### config.mk
export PLATFORM = sky130hd
export DESIGN_NAME = sync_fifo_ctrl
export DESIGN_NICKNAME = d
export VERILOG_FILES = /design/src/rtl/sync_fifo_ctrl_pkg.sv /design/src/rtl/sync_fifo_ptr.sv /design/src/rtl/sync_fifo_ctrl.sv
export SDC_FILE = /design/constraint.sdc
export NUM_CORES = 1
export LEC_CHECK = 0
export ABC_AREA = 1
export CORE_UTILIZATION = 40
export DETAILED_ROUTE_END_ITERATION = 16
export DONT_BUFFER_PORTS = 1
export PLACE_DENSITY = 0.62
export SLEW_MARGIN = 10
export SYNTH_ARGS = -nofsm -noshare
export SYNTH_HDL_FRONTEND = slang
export SYNTH_SLANG_ARGS = --single-unit
### constraint.sdc
create_clock -name clk -period 1.4 [get_ports clk]
set_input_delay 0.14 -clock clk [delete_from_list [all_inputs] [get_ports clk]]
set_output_delay 0.14 -clock clk [all_outputs]
set_load 0.02 [all_outputs]
### src/rtl/sync_fifo_ctrl_pkg.sv
// Shared configuration and types for the single-clock FIFO controller.
// Holds the default FIFO depth/data width and the default almost-empty level.
package sync_fifo_ctrl_pkg;

    localparam int unsigned CFG_FIFO_DEPTH = 4;
    localparam int unsigned CFG_DATA_WIDTH = 8;
    localparam int unsigned CFG_AE_LEVEL   = 1;

    // Accepted operation in a cycle, encoded as {push, pop}.
    typedef enum logic [1:0] {
        OpIdle = 2'b00,
        OpPop  = 2'b01,
        OpPush = 2'b10,
        OpBoth = 2'b11
    } fifo_op_e;

endpackage

### src/rtl/sync_fifo_ptr.sv
// Index + wrap-bit pointer for the FIFO; index wraps from DEPTH-1 to 0 and
// toggles the wrap bit, so any DEPTH >= 2 is supported.
module sync_fifo_ptr #(
    parameter int unsigned DEPTH = 4,
    parameter int unsigned AW    = 2
) (
    input  logic          clk,
    input  logic          reset,
    input  logic          inc,
    output logic [AW-1:0] idx,
    output logic          wrap,
    output logic [AW-1:0] idx_nxt,
    output logic          wrap_nxt
);

    localparam logic [AW-1:0] LastIdx = AW'(DEPTH - 1);

    logic [AW-1:0] idx_q;
    logic          wrap_q;

    always_comb begin
        idx_nxt  = idx_q;
        wrap_nxt = wrap_q;
        if (inc) begin
            if (idx_q == LastIdx) begin
                idx_nxt  = '0;
                wrap_nxt = ~wrap_q;
            end else begin
                idx_nxt = idx_q + AW'(1);
            end
        end
    end

    always_ff @(posedge clk or posedge reset) begin
        if (reset) begin
            idx_q  <= '0;
            wrap_q <= 1'b0;
        end else begin
            idx_q  <= idx_nxt;
            wrap_q <= wrap_nxt;
        end
    end

    assign idx  = idx_q;
    assign wrap = wrap_q;

endmodule

### src/rtl/sync_fifo_ctrl.sv
// Pointer/flag controller for the single-clock first-word-fall-through FIFO.
// Define SYNC_FIFO_ALMOST_FLAG_EN to add registered almost_full/almost_empty outputs.
module sync_fifo_ctrl import sync_fifo_ctrl_pkg::*; #(
    parameter int unsigned MEM_DEPTH  = CFG_FIFO_DEPTH,
    parameter int unsigned ADDR_WIDTH = $clog2(MEM_DEPTH),
    parameter int unsigned CNT_WIDTH  = ADDR_WIDTH + 1
`ifdef SYNC_FIFO_ALMOST_FLAG_EN
    ,
    parameter int unsigned AF_LEVEL   = MEM_DEPTH - 1,
    parameter int unsigned AE_LEVEL   = CFG_AE_LEVEL
`endif
) (
    input  logic                  clk,
    input  logic                  reset,
    input  logic                  wr_req,
    input  logic                  rd_req,
    output logic                  mem_wr_en,
    output logic [ADDR_WIDTH-1:0] mem_wr_addr,
    output logic [ADDR_WIDTH-1:0] mem_rd_addr,
    output logic                  full,
    output logic                  empty,
    output logic [CNT_WIDTH-1:0]  count,
    output logic                  wr_err,
`ifdef SYNC_FIFO_ALMOST_FLAG_EN
    output logic                  almost_full,
    output logic                  almost_empty,
`endif
    output logic                  rd_err
);

    logic                  wr_acc, rd_acc;
    logic [ADDR_WIDTH-1:0] wr_idx, rd_idx, wr_idx_nxt, rd_idx_nxt;
    logic                  wr_wrap, rd_wrap, wr_wrap_nxt, rd_wrap_nxt;
    logic                  full_q, full_d, empty_q, empty_d;
    logic                  wr_err_q, wr_err_d, rd_err_q, rd_err_d;
    logic [CNT_WIDTH-1:0]  count_q, count_d;
    fifo_op_e              op;

    // Acceptance looks only at registered flags: a pop never frees a slot for a
    // push in the same cycle, and a push never feeds a pop in the same cycle.
    assign wr_acc = wr_req & ~full_q;
    assign rd_acc = rd_req & ~empty_q;

    sync_fifo_ptr #(
        .DEPTH (MEM_DEPTH),
        .AW    (ADDR_WIDTH)
    ) u_wr_ptr (
        .clk      (clk),
        .reset    (reset),
        .inc      (wr_acc),
        .idx      (wr_idx),
        .wrap     (wr_wrap),
        .idx_nxt  (wr_idx_nxt),
        .wrap_nxt (wr_wrap_nxt)
    );

    sync_fifo_ptr #(
        .DEPTH (MEM_DEPTH),
        .AW    (ADDR_WIDTH)
    ) u_rd_ptr (
        .clk      (clk),
        .reset    (reset),
        .inc      (rd_acc),
        .idx      (rd_idx),
        .wrap     (rd_wrap),
        .idx_nxt  (rd_idx_nxt),
        .wrap_nxt (rd_wrap_nxt)
    );

    always_comb begin
        op       = fifo_op_e'({wr_acc, rd_acc});
        count_d  = count_q;
        empty_d  = (wr_idx_nxt == rd_idx_nxt) && (wr_wrap_nxt == rd_wrap_nxt);
        full_d   = (wr_idx_nxt == rd_idx_nxt) && (wr_wrap_nxt != rd_wrap_nxt);
        wr_err_d = wr_req & full_q;
        rd_err_d = rd_req & empty_q;
        unique case (op)
            OpPush:  count_d = count_q + CNT_WIDTH'(1);
            OpPop:   count_d = count_q - CNT_WIDTH'(1);
            default: count_d = count_q;
        endcase
    end

    always_ff @(posedge clk or posedge reset) begin
        if (reset) begin
            count_q  <= '0;
            full_q   <= 1'b0;
            empty_q  <= 1'b1;
            wr_err_q <= 1'b0;
            rd_err_q <= 1'b0;
        end else begin
            count_q  <= count_d;
            full_q   <= full_d;
            empty_q  <= empty_d;
            wr_err_q <= wr_err_d;
            rd_err_q <= rd_err_d;
        end
    end

`ifdef SYNC_FIFO_ALMOST_FLAG_EN
    logic almost_full_q, almost_empty_q;

    // Reset values match an occupancy of zero.
    always_ff @(posedge clk or posedge reset) begin
        if (reset) begin
            almost_full_q  <= 1'b0;
            almost_empty_q <= 1'b1;
        end else begin
            almost_full_q  <= count_d >= CNT_WIDTH'(AF_LEVEL);
            almost_empty_q <= count_d <= CNT_WIDTH'(AE_LEVEL);
        end
    end

    assign almost_full  = almost_full_q;
    assign almost_empty = almost_empty_q;
`endif

    assign mem_wr_en   = wr_acc;
    assign mem_wr_addr = wr_idx;
    assign mem_rd_addr = rd_idx;
    assign full        = full_q;
    assign empty       = empty_q;
    assign count       = count_q;
    assign wr_err      = wr_err_q;
    assign rd_err      = rd_err_q;

endmodule

==> impl_results.md <==
* Area of the multi-input gates at ~340 sq um
* Die Span Y at 44.3 um
* Yosys cell types at 19
* Std-Cell Core Area at 1590 sq um
* Sequential-to-total area share from yosys stat at 0.456
* Flops & latches, synth at 13
* DRC errors left at 0
* Final Critical Period at 1.44 ns
* Most frequent cells in the layout: nand2_1 (38), inv_1 (12), dfrtp_1 (12)
* Antenna viol nets, final at 0
* Root buf cell: clkbuf_4
* CTS Buffer Depth at 2
* Skew final at roughly 0.0029 ns
* Syn avg cell area at between 7 and 8 sq um
* Wire length of the first global-routing pass at ~2.3 mm
* CP required at between 1.5 and 2 ns
* Maximum Capacitance Violations at 0
* Gr ovfl total at 0
* WL final at 1.43 mm
* Top Usage Layer GRT: met2
* Met2 usage at 0.276
* Max frequency at 0.695 GHz
* Setup crit start: empty
* NumNets Final at around 120
* Largest net degree at the start of global routing at 14
* Slew @ Worst Pin at 0.488 ns
* RePlAce Congestion at around 0.83
* Total power at 2070 uW
* Vias at 610
* Post-CTS Setup Bufs at 0
* Grt met3 use at 0.0776
* All-Layer GR Usage at 0.165
* Hold Fails Final Rpt at 0
* CTS tree: built
* Final Util at 0.568
* Fillers at 166
* Leading cell type in the layout, fill and taps excluded: nand2_1
* H-Tree Depth at 1
* Layout area overhead at 26.6%
* Met1 usage at 0.185
* 1st-iter DRT viols at 5
* I/O Buffers at 0
* Share of cells above drive strength 1 at 0.246
* I/O pin count at 16
* N_diodes at 0
* Clock sink count at 13
* RSZ-0062 raised after global routing: true
* Mapped Cells at 96
* Starting Density at 0.449
* Post-DP HPWL at 1.11 mm
* WS Path Type: reg2reg
* Max-slew violation count at 0
* Post-Place Cell Area at 841 sq um
* Drt pass-1 iters at 4
* Clk Latency, worst-skew pair at 0.28 ns
* Status: finished with violations
* P per Cell Area at approximately 2300 nW/um^2
* Vias in the first global route at 517
* Worst EP arrival at 1.60 ns
* Critical Path End Type: register
* Area contributors post-synth: dfrtp_1 (42%), nand2_1 (21%), inv_1 (6.3%), nand3_1 (4.9%), dfstp_2 (3.7%)
* # rows at 14
* R2r startpoint: empty
* Hold Path Class: in2reg
* Worst setup SP type: register
* Seq. cell area at between 300 and 400 sq um
* LEAKAGE at 0.000509 uW
* HP Start: wr_req
* Cell area after synthesis at a little over 700 sq um
* Share of the synthesized area in the top cell type at 0.420
* VDD IR max at 1.04 mV
* Vias per inst at between 4 and 5
* Die W at 44.3 um
* Final period util at 1.03
* Worst slew margin at 0.674
* Per-cell routed wire length at 10.4 um
* Setup Viol. Count Final at 1
* Num CTS Buffers at 3
* Highest net fanout along the worst path at 3
* Setup WS post-layout at -0.0387 ns
* Leading area contributor after synthesis: dfrtp_1
* Initial antenna violation count at 0
* Clock slew at reported path FFs at 0.08 ns
* Synth warnings at 0
* Syn Nets at 103
* Post-route cell area at 906 sq um
* Failing checks: setup timing
* Die area at between 1500 and 2000 sq um
per-stage QoR:
stage	TNS [ns]	hold WS, ns	cells	setup WS (ns)
2_1_floorplan	-0.217	0.0162	96	-0.130
3_3_place_gp	0	0.0888	131	0.0191
3_5_place_dp	-0.00977	0.0843	131	-0.00977
4_1_cts	-0.0306	0.0325	138	-0.0306
5_1_grt	-0.141	0.0428	138	-0.0847
6_report	-0.0387	0.0476	138	-0.0387
cells in the mapped netlist:
master / n
xnor2_1: 1
clkinv_1: 1
nand4_1: 1
o21ai_0: 2
nand3_1: 7
nor2_2: 1
nor2_4: 1
fa_1: 1
nand2_2: 2
o21ai_1: 1
inv_2: 5
dfrtp_1: 12
dfstp_2: 1
ha_1: 2
inv_1: 12
nor2_1: 4
nand2_1: 40
xor2_1: 1
nand3b_1: 1
report_power, final:
group          switching, uW  internal [uW]  leakage (uW)  total, uW
clock network            119            111     0.0000150        230
logic                    695            472      0.000334       1170
registers                133            537      0.000161        670
total                    948           1120      0.000509       2070
cell families after synthesis:
group | synth area share
AOI/OAI and AO/OA | 0.0210
xor gates and xnor gates | 0.0245
adders and majority gates | 0.0629
buffers and inverters | 0.0944
DFF | 0.456
and+or+nand+nor | 0.341
layer usage:
layer / vias up / wire length [um] / share of wire
met5: - / 0 / 0
met4: 0 / 10 / 0.0070
met3: 2 / 65 / 0.045
met2: 8 / 753 / 0.53
met1: 272 / 600 / 0.42
li1: 328 / - / -
path summary, 6_finish.rpt:
check                           cells past startpoint  slack, ns               to
worst max-delay path                                7      -0.04         count[2]
worst min-delay path                                2       0.05  u_wr_ptr.idx[1]
worst max register to register                      7      -0.04         count[2]
worst min register to register                      2       0.54    u_wr_ptr.wrap
max in group asynchronous                           2       0.73            empty
min in group asynchronous                           2       0.32  u_rd_ptr.idx[1]
state kept, by name (all words and copies together), names as in the netlist:
name and count:
count 3, u_rd_ptr.idx 2, u_wr_ptr.idx 2, empty 1
full 1, rd_err 1, u_rd_ptr.wrap 1, u_wr_ptr.wrap 1
wr_err 1
final cells by class:
type                            count  share of cell area
Clock buffer                        4              0.0290
Inverter                           18              0.0746
Multi-Input combinational cell     65               0.378
Sequential cell                    13               0.360
Tap cell                           24              0.0331
Timing Repair Buffer               14               0.124
worst max-delay path, stage by stage (launching register included):
cell	delay, ns
dfstp_2	0.54
inv_2	0.05
nand2_4	0.06
nor2_4	0.05
fa_2	0.37
nand2_2	0.07
o21ai_2	0.06
xnor2_1	0.12
timing repair:
action | CTS | global route
hold buffers | 3 | 0
resized for setup | 0 | 3
setup endpoints to repair | 1 | 3
hold endpoints to repair | 14 | 0
pin swaps | 0 | 6
Power figures use the tool's default switching activity.
